===== src/rtl/rcc_osc_en_req_ctrl_pkg.sv =====
// Shared definitions for the RCC oscillator enable/ready handshake controller:
// channel state encoding, default timeout and source index map.
package rcc_osc_en_req_ctrl_pkg;

  localparam int unsigned NUM_SRC_DEF = 11;
  localparam int unsigned TMO_W_DEF   = 16;
  localparam int unsigned TMO_CYC_DEF = 32'h0000_FFFF;

  // Source index map into the per-source vectors
  localparam int unsigned IDX_HSI   = 0;
  localparam int unsigned IDX_CSI   = 1;
  localparam int unsigned IDX_HSI48 = 2;
  localparam int unsigned IDX_HSE   = 3;
  localparam int unsigned IDX_LSI   = 4;
  localparam int unsigned IDX_LSE   = 5;
  localparam int unsigned IDX_PLL1  = 6;
  localparam int unsigned IDX_PLL2  = 7;
  localparam int unsigned IDX_PLL3  = 8;

  typedef enum logic [2:0] {
    ST_OFF   = 3'd0,
    ST_START = 3'd1,
    ST_ON    = 3'd2,
    ST_STOP  = 3'd3,
    ST_FAULT = 3'd4
  } osc_state_e;

  // A channel is busy while a handshake with the analog source is outstanding
  function automatic logic is_busy(input osc_state_e st);
    return (st == ST_START) || (st == ST_STOP);
  endfunction

endpackage


===== src/rtl/rcc_osc_en_fsm.sv =====
// One clock-source channel: enable/ready handshake FSM, start/stop timeout counter and status flags.
// RCC_OSC_LOST_DET_EN adds a sticky ready-lost flag.
module rcc_osc_en_fsm
  import rcc_osc_en_req_ctrl_pkg::*;
#(
  parameter int unsigned TMO_W   = TMO_W_DEF,
  parameter int unsigned TMO_CYC = TMO_CYC_DEF
) (
  input  logic clk,
  input  logic rst,
  input  logic on_eff,
  input  logic sync_rdy,
  input  logic timeout_clr,
  output logic osc_en,
  output logic rdy_flag,
  output logic rdy_irq,
  output logic timeout,
`ifdef RCC_OSC_LOST_DET_EN
  output logic lost,
`endif
  output logic busy_nxt_c
);

  localparam logic [TMO_W-1:0] CNT_MAX = TMO_W'(TMO_CYC - 1);

  osc_state_e       state, state_nxt;
  logic [TMO_W-1:0] cnt, cnt_nxt, cnt_inc;
  logic             tmo_set, lost_set;
  logic             osc_en_nxt, rdy_flag_nxt, rdy_irq_nxt, timeout_nxt;

  // Saturating increment; the counter never wraps
  assign cnt_inc = (cnt == CNT_MAX) ? cnt : cnt + TMO_W'(1);

  always_comb begin
    state_nxt = state;
    cnt_nxt   = cnt;
    tmo_set   = 1'b0;
    lost_set  = 1'b0;
    case (state)
      ST_OFF: begin
        if (on_eff) begin
          state_nxt = ST_START;
          cnt_nxt   = '0;
        end
      end
      ST_START: begin
        if (sync_rdy) begin
          state_nxt = ST_ON;
        end else if (!on_eff) begin
          state_nxt = ST_STOP;
          cnt_nxt   = '0;
        end else if (cnt == CNT_MAX) begin
          state_nxt = ST_FAULT;
          tmo_set   = 1'b1;
        end else begin
          cnt_nxt = cnt_inc;
        end
      end
      ST_ON: begin
        if (!on_eff) begin
          state_nxt = ST_STOP;
          cnt_nxt   = '0;
        end else if (!sync_rdy) begin
          state_nxt = ST_START;
          cnt_nxt   = '0;
          lost_set  = 1'b1;
        end
      end
      ST_STOP: begin
        // A re-request is held off until the source has really stopped
        if (!sync_rdy) begin
          state_nxt = ST_OFF;
        end else if (cnt == CNT_MAX) begin
          state_nxt = ST_OFF;
          tmo_set   = 1'b1;
        end else begin
          cnt_nxt = cnt_inc;
        end
      end
      ST_FAULT: begin
        if (!timeout) state_nxt = ST_OFF;
      end
      default: begin
        state_nxt = ST_OFF;
        cnt_nxt   = '0;
      end
    endcase

    osc_en_nxt   = (state_nxt == ST_START) || (state_nxt == ST_ON);
    rdy_flag_nxt = (state_nxt == ST_ON);
    rdy_irq_nxt  = (state == ST_START) && (state_nxt == ST_ON);
    timeout_nxt  = tmo_set | (timeout & ~timeout_clr);
    busy_nxt_c   = is_busy(state_nxt);
  end

  always_ff @(posedge clk or posedge rst) begin
    if (rst) begin
      state    <= ST_OFF;
      cnt      <= '0;
      osc_en   <= 1'b0;
      rdy_flag <= 1'b0;
      rdy_irq  <= 1'b0;
      timeout  <= 1'b0;
    end else begin
      state    <= state_nxt;
      cnt      <= cnt_nxt;
      osc_en   <= osc_en_nxt;
      rdy_flag <= rdy_flag_nxt;
      rdy_irq  <= rdy_irq_nxt;
      timeout  <= timeout_nxt;
    end
  end

`ifdef RCC_OSC_LOST_DET_EN
  always_ff @(posedge clk or posedge rst) begin
    if (rst) lost <= 1'b0;
    else     lost <= lost_set | (lost & ~timeout_clr);
  end
`else
  logic unused_lost;
  assign unused_lost = lost_set;
`endif

endmodule


===== src/rtl/rcc_osc_en_req_ctrl.sv =====
// RCC oscillator/PLL enable request controller: one handshake channel per clock source plus global busy.
// RCC_OSC_LOST_DET_EN adds the osc_lost port.
module rcc_osc_en_req_ctrl
  import rcc_osc_en_req_ctrl_pkg::*;
#(
  parameter int unsigned NUM_SRC = NUM_SRC_DEF,
  parameter int unsigned TMO_W   = TMO_W_DEF,
  parameter int unsigned TMO_CYC = TMO_CYC_DEF
) (
  input  logic               rcc_rcc_hclk,
  input  logic               rcc_rcc_sync_rst,
  input  logic [NUM_SRC-1:0] osc_on_req,
  input  logic [NUM_SRC-1:0] osc_force_on,
  input  logic [NUM_SRC-1:0] sync_rdy,
  input  logic [NUM_SRC-1:0] timeout_clr,
  output logic [NUM_SRC-1:0] osc_en,
  output logic [NUM_SRC-1:0] osc_rdy_flag,
  output logic [NUM_SRC-1:0] osc_rdy_irq,
  output logic [NUM_SRC-1:0] osc_timeout,
`ifdef RCC_OSC_LOST_DET_EN
  output logic [NUM_SRC-1:0] osc_lost,
`endif
  output logic               busy
);

  logic [NUM_SRC-1:0] on_eff;
  logic [NUM_SRC-1:0] busy_nxt;

  assign on_eff = osc_on_req | osc_force_on;

  for (genvar i = 0; i < NUM_SRC; i++) begin : g_ch
    rcc_osc_en_fsm #(
      .TMO_W   (TMO_W),
      .TMO_CYC (TMO_CYC)
    ) u_fsm (
      .clk         (rcc_rcc_hclk),
      .rst         (rcc_rcc_sync_rst),
      .on_eff      (on_eff[i]),
      .sync_rdy    (sync_rdy[i]),
      .timeout_clr (timeout_clr[i]),
      .osc_en      (osc_en[i]),
      .rdy_flag    (osc_rdy_flag[i]),
      .rdy_irq     (osc_rdy_irq[i]),
      .timeout     (osc_timeout[i]),
`ifdef RCC_OSC_LOST_DET_EN
      .lost        (osc_lost[i]),
`endif
      .busy_nxt_c  (busy_nxt[i])
    );
  end

  // Registered from next-state so busy carries no combinational path to the register block
  always_ff @(posedge rcc_rcc_hclk or posedge rcc_rcc_sync_rst) begin
    if (rcc_rcc_sync_rst) busy <= 1'b0;
    else                  busy <= |busy_nxt;
  end

endmodule


===== config.mk =====
export PLATFORM = sky130hd
export DESIGN_NAME = rcc_osc_en_req_ctrl
export DESIGN_NICKNAME = d
export VERILOG_FILES = /design/src/rtl/rcc_osc_en_req_ctrl_pkg.sv /design/src/rtl/rcc_osc_en_fsm.sv /design/src/rtl/rcc_osc_en_req_ctrl.sv
export SDC_FILE = /design/constraint.sdc
export NUM_CORES = 1
export LEC_CHECK = 0
export BUFFER_PORTS_ARGS = -buffer_cell sky130_fd_sc_hd__buf_2
export CAP_MARGIN = 20
export CORE_UTILIZATION = 62
export CTS_CLUSTER_DIAMETER = 60
export DETAILED_ROUTE_END_ITERATION = 16
export PLACE_DENSITY = 0.81
export SLEW_MARGIN = 20
export SYNTH_ARGS = -nofsm -noshare
export SYNTH_HDL_FRONTEND = slang
export SYNTH_SLANG_ARGS = --single-unit
export TNS_END_PERCENT = 10

===== constraint.sdc =====
create_clock -name rcc_rcc_hclk -period 11.3 [get_ports rcc_rcc_hclk]
set_clock_uncertainty 0.1 [all_clocks]
set_input_delay 1.13 -clock rcc_rcc_hclk [delete_from_list [all_inputs] [get_ports rcc_rcc_hclk]]
set_output_delay 1.13 -clock rcc_rcc_hclk [all_outputs]
set_load 0.01 [all_outputs]

======== After elaboration in Yosys (flattened, before gate mapping) ========
Index checks and enable logic that the tools add are counted.
word-level totals
  flip-flop bits (word level) ............. 254
operators by class
  muxes and demuxes ....................... 253
  equal/unequal tests ..................... 132
  reduce and logical (&&, ||, !) cells .... 56
  bitwise logic cells ..................... 45
  add/sub/neg operators ................... 11
operators by type and width
  operator                                              number
  2-to-1 mux 16 bit                                     77
  one-hot mux 16 bit (5 select lines)                   11
  2-to-1 mux 3 bit                                      99
  adder 16 x 1 -> 16 bit (second input constant)        11
  equality test 16 bit (second input constant)          11
  one-hot mux 3 bit (5 select lines)                    11
  equality test 3 x 2 -> 1 bit (second input constant)  44
  equality test 3 x 1 -> 1 bit (second input constant)  22
  inequality test 2 bit (second input constant)         33
  AND reduction 5 bit                                   11
  2-to-1 mux 1 bit                                      44
  equality test 3 bit (second input constant)           11
  logical NOT 3 bit                                     11
  inequality test 3 bit (second input constant)         11
  logical OR 1 bit                                      22
  NOT 1 bit                                             22
  one-hot mux 1 bit (2 select lines)                    11
  bitwise AND 1 bit                                     11
  logical AND 1 bit                                     11
  OR 1 bit                                              11
  OR 11 bit                                             1
  OR reduction 11 bit                                   1

======== Logic depth before layout (Yosys ltp) ========
Gate-level depths: netlist of the first run.
  depth in word-level cells ............... 8
  gate-level depth with buffers ........... 10
  mapped depth without buffers ............ 9

======== Hierarchy ========
From an unflattened synthesis of the first run, not the netlist that was laid out.
second synthesis, totals
  cell total of the unflattened synthesis .. 1,689
  area total of the unflattened synthesis .. 15,766.4 sq um
modules (own cells, without submodules)
  module                              cells an instance  area each (sq um)  instances
  rcc_osc_en_fsm (g_ch[0].u_fsm ...)  152                1,420.1            8
  rcc_osc_en_fsm (g_ch[8].u_fsm ...)  151                1,453.9            2
  rcc_osc_en_fsm (g_ch[7].u_fsm)      154                1,377.6            1
  rcc_osc_en_req_ctrl                 17                 120.1              1

======== Worst setup path after synthesis of the first run ========
OpenSTA, ideal clock, no wires.
  path type ............................... input port to flip-flop
  start ................................... input sync_rdy[10]
  end ..................................... register g_ch[10].u_fsm.cnt[5]
  cell stages on the path ................. 7
  library setup time ...................... 0.078 ns
  slack ................................... 8.467 ns
  arrival time ............................ 2.655 ns
  path buffers ............................ 1
  path through ............................ buf_6 o21ai_0 o211ai_1 a21oi_1 nand4_1 or3_2 a21oi_1
on the way
  longest elaborated chain between the ends .. 2
  elaborated cells on any way between the ends .. 4
  those cells by class .................... 3 x eq/ne; 1 x reduce/logical
RTL lines
  what                                                                                    RTL line                   source
  start: declaration                                                                      rcc_osc_en_req_ctrl.sv:14  input logic [NUM_SRC-1:0] sync_rdy,
  inequality test 3 bit (no source line) / inequality test 2 bit (equally long branches)  --
  AND reduction 5 bit (no source line) *                                                  --
  end signal: assignment                                                                  rcc_osc_en_fsm.sv:106      cnt <= cnt_nxt;
  end: declaration                                                                        rcc_osc_en_fsm.sv:27       logic [TMO_W-1:0] cnt, cnt_nxt, cnt_inc;
Mark *: on every way between the ends. The rest lies on a longest branch, timed or not.
A chain may end at the register's enable or synchronous reset.

======== Worst setup path after layout of the first run ========
  start ................................... input osc_force_on[10]
  end ..................................... register g_ch[10].u_fsm.cnt[5]
on the way
  longest elaborated chain between the ends .. 4
  elaborated cells on any way between the ends .. 8
  those cells by class .................... 2 x eq/ne; 4 x mux; 1 x bitwise; 1 x reduce/logical
RTL lines
  what                                 RTL line                   source
  start: declaration                   rcc_osc_en_req_ctrl.sv:13  input logic [NUM_SRC-1:0] osc_force_on,
  OR 11 bit *                          rcc_osc_en_req_ctrl.sv:29  assign on_eff = osc_on_req | osc_force_on;
  2-to-1 mux 16 bit                    rcc_osc_en_fsm.sv:49       end else if (!on_eff) begin
  2-to-1 mux 16 bit                    rcc_osc_en_fsm.sv:47       if (sync_rdy) begin
  one-hot mux 16 bit (5 select lines)  rcc_osc_en_fsm.sv:39       case (state)
Mark *: on every way between the ends. The rest lies on a longest branch, timed or not. The select of a mux whose other input is x is not followed.

==> flow_summary.toml, run 1 <==
[outcome]
status = "complete, no violations"

[synthesis]
synth_nets = 1649
syn_avg_cell_area_um2 = 8.97
synth_common_cells = "254 x dfrtp_1, 164 x nor2_1, 121 x a21oi_1, 89 x o21ai_0, 82 x nand2_1"
synth.top_cells.by_area = "dfrtp_1 45%, nor2_1 4.3%, a21oi_1 4.3%"
ys.warnings.count = 0
synth_top_area_cell = "dfrtp_1"
synth_cell_type_count = 69
yosysMostFrequentCell = "dfrtp_1"
postSynthCellCount = 1581
ys_seq_area_frac = 0.448
synth_seq_cells = 254
synth_top_cell_area_share = 0.448
syn_area_um2 = 14200
ys.flop_type = "dfrtp_1"
synthArstFlopShare = 1.00
synth-edff-count = 0

[clocking]
cts_tree = "yes"
postCtsSetupRepairBufs = 0
clock_latency_ns = 0.54
post_cts_resize_count = 0
htree_levels = 1
cts_made_buffers = 29
clk_root_buffer_cell = "clkbuf_16"
cts.path.max_buffers = 3
cts_hold_buf = 0
cts_sinks = 254
cts.clk_slew.worst_paths_ns = 0.06

[detailed_routing]
detail_route.wl_per_cell_um = 15.2
drc = 0
wl_um = 28800
wl_met1_um = 13500
vias = 11500
initialDrtViolationCount = 724
vias_per_cell = 6.06
maxUsedRoutingLayer = "met4"
wl_met3_um = 1160
antenna_left = 0
met2_length_um = 13600
first_pass_iters = 5

[critical_path]
crit_family = "compound AO/OA/AOI/OAI gates"
worstPathArrival_ns = 3.20
slowest_stage = "or3_2"
cp-end-kind = "flop"
cpPeakStageDelay_ns = 0.52
r2r_start = "g_ch[7].u_fsm.cnt[3]$_DFFE_PP0P_"
cp_max_fo = 10
startpoint = "osc_force_on[10]"
worstPathCellList = "buf_2 > o21ai_0 > o211ai_1 > a21oi_1 > nand4_1 > or3_2 > a21oi_1"
cp.depth = 7
required_ns = 11.66
cpMostUsedCell = "a21oi_1"
reg2reg_to = "busy$_DFF_PP0_"
setup.worst_path.end = "g_ch[10].u_fsm.cnt[5]$_DFFE_PP0P_"
reg2reg_slack_ns = 8.55
worst_r2r_path_depth = 6
path_class = "in -> reg"
cp_num_buf_inv = 1
setup.worst_path.start_class = "primary input"

[floorplanning]
die_y_um = 153
start_util = 0.640
io-pin-count = 91
fp.dieW_um = 153
row_count = 54
design.core.area_um2 = 22200
die-area_um2 = 23500

[global_routing]
grt_pass1_vias = 10700
grt_usage = 0.250
grt_max_degree = 109
antenna_found_initial = 0
grt-ovfl-total = 0
grt_pass1_wl_um = 49900

[final_layout]
num_antenna_cells = 0
area_delta_synth_final_pct = 8.01
design_area_um2 = 15300
fin_util = 0.692
nNetsFinal = 1660
fill_cells = 1707
drive_gt1_frac = 0.106

[sta]
worstMarginPinSlew_ns = 1.07
min_period_over_period = 0.252
finalHoldViolations = 0
slew_viol_final = 0
period_needed_ns = 2.85
layout_setup_ws_ns = 8.45
setup_viol = 0
max_slew_margin = 0.283
timing.fmax_mhz = 351
rsz0062_at_grt = "false"
setup_tns_ns = 0

[placement]
dp_hpwl_um = 19300
gp_congestion = 0.866
placed_cell_area_um2 = 14400
place_ws_ns = 7.94
io_buffers = 90

[run]
cap_violations = 0

[pwr]
total_power_mw = 3.02
clkPwrFrac = 0.303
ir_drop_uv = 146
p_sw_mw = 1.09
p_seq_frac = 0.410
p_int_mw = 1.93
p_comb_frac = 0.288
swShare = 0.361
p_per_area_nw_per_um2 = 197
leakage_nw = 6.63

[worst_hold_path]
hold_path_class = "reg -> reg"
## power groups by stage
| stage | Sequential (mW) | Clock (mW) | Combinational [mW] |
|---|---|---|---|
| after floorplan | 1.15 | 0 | 0.778 |
| after global placement | 1.24 | 0 | 0.826 |
| after detailed placement | 1.24 | 0 | 0.856 |
| after CTS | 1.23 | 0.930 | 0.864 |
| after global routing | 1.26 | 0.969 | 0.975 |
| final | 1.24 | 0.913 | 0.867 |
## worst min-delay path by stage
stage	slack (ns)	from	cells past startpoint	end
2_1_floorplan	0.37	g_ch[9].u_fsm.timeout$_DFF_PP0_	2	g_ch[9].u_fsm.timeout$_DFF_PP0_
3_3_place_gp	0.39	g_ch[4].u_fsm.timeout$_DFF_PP0_	2	g_ch[4].u_fsm.timeout$_DFF_PP0_
3_5_place_dp	0.40	g_ch[4].u_fsm.timeout$_DFF_PP0_	2	g_ch[4].u_fsm.timeout$_DFF_PP0_
4_1_cts	0.42	g_ch[4].u_fsm.timeout$_DFF_PP0_	2	g_ch[4].u_fsm.timeout$_DFF_PP0_
5_1_grt	0.45	g_ch[6].u_fsm.timeout$_DFF_PP0_	2	g_ch[6].u_fsm.timeout$_DFF_PP0_
6_report	0.41	g_ch[4].u_fsm.timeout$_DFF_PP0_	2	g_ch[4].u_fsm.timeout$_DFF_PP0_
## stage by stage
stage	cells	hold slack, ns
2_1_floorplan	1581	0.373
3_3_place_gp	1837	0.395
3_5_place_dp	1839	0.404
4_1_cts	1890	0.418
5_1_grt	1892	0.450
6_report	1892	0.413
## tightest hold or removal path, cell delays in order, from the launching register on
cell and delay (ns):
dfrtp_1 0.36, nand2b_1 0.06, o31ai_1 0.06
## layout make-up
cell class,instances,area [um2],share of cell area
clock buffers,43,828,0.0540
inverters,60,233,0.0152
clock inverters,8,96.3,0.00629
multi-input cells,1147,6930,0.452
repair buffers,100,527,0.0344
flip-flops and latches,254,6360,0.415
well taps,280,350,0.0229
## routing by layer
metal  vias up  track usage
li1       5669            -
met2       237        0.414
met5         -            0
met4         0       0.0577
met1      5535        0.347
met3        31       0.0352
## layout by cell type (no fill, tap or decap), types with 8 or more instances in the layout
| cell | count |
|---|---|
| a21oi_1 | 120 |
| a311oi_1 | 13 |
| a31oi_1 | 10 |
| and2_1 | 23 |
| and3_1 | 29 |
| and4_1 | 17 |
| buf_2 | 91 |
| clkbuf_1 | 9 |
| clkbuf_16 | 29 |
| dfrtp_1 | 254 |
| ha_1 | 22 |
| inv_1 | 59 |
| nand2_1 | 82 |
| nand2b_1 | 21 |
| nand3_1 | 69 |
| nand3b_1 | 10 |
| nand4_1 | 78 |
| nor2_1 | 164 |
| nor2b_1 | 15 |
| nor3_1 | 39 |
| nor4_1 | 15 |
| o211ai_1 | 17 |
| o21a_1 | 13 |
| o21ai_0 | 89 |
| o22ai_1 | 11 |
| o31ai_1 | 8 |
| or2_2 | 13 |
| or3_1 | 70 |
| or4_1 | 19 |
| xnor2_1 | 32 |
| xor2_1 | 67 |
## state kept, by name, indices dropped and copies added (netlist names)
signal / cells
g_ch.u_fsm.cnt: 176
g_ch.u_fsm.state: 33
g_ch.u_fsm.osc_en: 11
g_ch.u_fsm.rdy_flag: 11
g_ch.u_fsm.rdy_irq: 11
g_ch.u_fsm.timeout: 11
busy: 1
## cells by family after synthesis
logic type,synth area share
AND/OR/NAND/NOR,0.259
adder cells (fa/ha/maj),0.0194
buffers and inverters,0.0638
XOR/XNOR,0.0611
multiplexers,0.00141
AO/OA/AOI/OAI,0.147
flip-flops,0.448
No activity file was read; power rests on OpenSTA's default activity.
==> run 2, diff against run 1 <==
Settings changed: ABC_AREA set to 1.
Clock period 11.3 ns to 2.97 ns, I/O delays scaled along.
==> run 2 against run 1 <==
Against the previous run:
- combinational power grew to 5.6 times the previous value
- register-to-register slack worse by 7.8 ns
- power grew to 4.5 times the previous value
- sequential power rose to 3.7 times the previous value
- synthesized cell count grew 41%
- first-iteration DRC count is 57% higher
- global-route usage up 2.8 points
- clock power grew to 4.7 times the previous value
- synthesized area grew 14%
- hold slack got worse by 0.38 ns
- worst setup slack worse by 7.7 ns
- critical path depth rose by 6
==> flow_summary.toml, run 2 <==
[final_layout]
fill_cells = 2058
nNetsFinal = 2372
layout_commonest_cell = "nand2_1"
seqCellArea_um2 = 6360
design_area_um2 = 17900
largest_reg_flops = 176
drive_gt1_frac = 0.125
reg.largest.list = "g_ch.u_fsm.cnt (176), g_ch.u_fsm.state (33)"
area_delta_synth_final_pct = 11.1
multiInputGateArea_um2 = 8080
final_cells = 2658
top_register = "g_ch.u_fsm.cnt"
fin_util = 0.707
final_cell_mix = "525 x nand2_1, 344 x nor2_1, 279 x inv_1"
num_antenna_cells = 0

[outcome]
status = "complete, no violations"

[floorplanning]
row_count = 58
die-area_um2 = 26700
fp.dieW_um = 163
design.core.area_um2 = 25300
die_y_um = 163
start_util = 0.637
io-pin-count = 91

[pwr]
leakage_nw = 8.50
total_power_mw = 13.7
p_per_area_nw_per_um2 = 766
ir_drop_uv = 564

[critical_path]
slowest_stage = "dfrtp_1"
setup.worst_path.start_class = "flop"
cpPeakStageDelay_ns = 0.42
reg2reg_to = "busy$_DFF_PP0_"
reg2reg_slack_ns = 0.75
cpMostUsedCell = "nor2_1"
cp-end-kind = "flop"
path_class = "reg -> reg"
required_ns = 3.26
cp_max_fo = 5
r2r_start = "g_ch[10].u_fsm.cnt[0]$_DFFE_PP0P_"
worst_r2r_path_depth = 13
worstPathArrival_ns = 2.51
worstPathCellList = "inv_1 > ha_1 > inv_1 > nor2_1 > nand2_1 > nor2_2 > nor2_1 > nor2_1 > nand2_1 > nor2_1 > nand2_1 > nor2_1 > nand2_1"

[synthesis]
syn_area_um2 = 16100
synth_cell_type_count = 55
synth_top_cell_area_share = 0.394
synth_simple_gate_area_share = 0.329
synth_top_family_by_area = "simple AND/OR/NAND/NOR gates"
ys.flop_type = "dfrtp_1"
ys_seq_area_frac = 0.394
synth_xor_area_frac = 0.0266
synth_nets = 2296
syn_avg_cell_area_um2 = 7.24
synthArstFlopShare = 1.00
ys.warnings.count = 0
synthAdderAreaFrac = 0.0171
synth_seq_cells = 254
yosysMostFrequentCell = "nand2_1"
synth-edff-count = 0
postSynthCellCount = 2228
synth_compound_area_frac = 0.128
synth_top_area_cell = "dfrtp_1"
synth.mux.area_fraction = 0
synth.top_cells.by_area = "dfrtp_1 39%, nand2_1 12%, nor2_1 8.0%"
synth_common_cells = "525 x nand2_1, 344 x nor2_1, 280 x inv_1, 254 x dfrtp_1, 127 x o21ai_0"

[sta]
finalHoldViolations = 0
min_period_over_period = 0.747
setup_viol = 0
timing.fmax_mhz = 451
layout_setup_ws_ns = 0.751
fin_hold_ws_ns = 0.0337
period_needed_ns = 2.22
slew_viol_final = 0
worstMarginPinSlew_ns = 0.578
max_slew_margin = 0.613
rsz0062_at_grt = "false"
setup_tns_ns = 0

[clocking]
postCtsSetupRepairBufs = 0
cts_tree = "yes"
htree_levels = 2
clock_latency_ns = 0.51
cts.path.max_buffers = 3
cts.clk_slew.worst_paths_ns = 0.06
cts_sinks = 254
cts_made_buffers = 34
clk_root_buffer_cell = "clkbuf_16"

[detailed_routing]
vias = 14700
antenna_left = 0
wl_um = 35900
first_pass_iters = 9
initialDrtViolationCount = 1137
detail_route.wl_per_cell_um = 13.5
drc = 0
vias_per_cell = 5.52

[global_routing]
grt-ovfl-total = 0
grtUsageMet2 = 0.481
met3_usage = 0.0406
antenna_found_initial = 0
grt_max_degree = 99
grt_pass1_vias = 14000
grt_usage = 0.278
grtUsageMet1 = 0.353
busiest_layer = "met2"
grt_pass1_wl_um = 61900

[worst_hold_path]
hold_path_class = "in -> reg"
worstHoldStart = "sync_rdy[5]"
hold_depth = 3
hold_end = "g_ch[5].u_fsm.rdy_irq$_DFF_PP0_"

[placement]
placed_cell_area_um2 = 16600
gp_congestion = 0.922
dp.cells = 2583
dp_hpwl_um = 25700
place_ws_ns = 0.687
io_buffers = 90

[run]
cap_violations = 0
run 2: metal layers:
metal	up-vias	wire length, um
li1	7334	-
met1	6860	15700
met2	400	17600
met3	78	1690
met4	0	902
met5	-	0
run 2: cell families after synthesis:
logic type / Yosys count
adders and majority gates: 22
xor gates and xnor gates: 49
and+or+nand+nor: 1181
DFF: 254
AOI/OAI and AO/OA: 338
buffers and inverters: 384
run 2: cell type report:
| cell class | count | area share |
|---|---|---|
| Clock buffer | 47 | 0.0571 |
| Clock inverter | 13 | 0.0104 |
| Inverter | 315 | 0.0665 |
| Multi-Input combinational cell | 1590 | 0.451 |
| Sequential cell | 254 | 0.355 |
| Tap cell | 330 | 0.0230 |
| Timing Repair Buffer | 109 | 0.0373 |
run 2: report_power, final:
part | switching, mW | total (mW) | internal [mW]
clock | 1.56 | 4.33 | 2.77
combinational | 3.40 | 4.84 | 1.44
sequential | 0.525 | 4.55 | 4.03
run 2: how the worst max path moves through the flow:
stage | startpoint | endpoint | cells past startpoint
after global routing | g_ch[10].u_fsm.cnt[0]$_DFFE_PP0P_ | busy$_DFF_PP0_ | 13
final | g_ch[10].u_fsm.cnt[0]$_DFFE_PP0P_ | busy$_DFF_PP0_ | 13
after CTS | g_ch[10].u_fsm.cnt[0]$_DFFE_PP0P_ | busy$_DFF_PP0_ | 13
after detailed placement | osc_force_on[3] | g_ch[3].u_fsm.cnt[2]$_DFFE_PP0P_ | 9
after floorplan | rcc_rcc_sync_rst | busy$_DFF_PP0_ | 1
after global placement | g_ch[1].u_fsm.cnt[0]$_DFFE_PP0P_ | busy$_DFF_PP0_ | 11
run 2: worst max-delay path: cells and delay by family (launching register included):
family        cells  cell delay (ns)
buf+inv           2             0.15
simple gates     10             1.26
fa+ha+maj         1             0.17
flops             1             0.42
run 2: what timing repair did:
item                      in CTS  in global routing
hold endpoints to repair      23                  0
resized for setup              0                  0
hold buffers                  15                  0
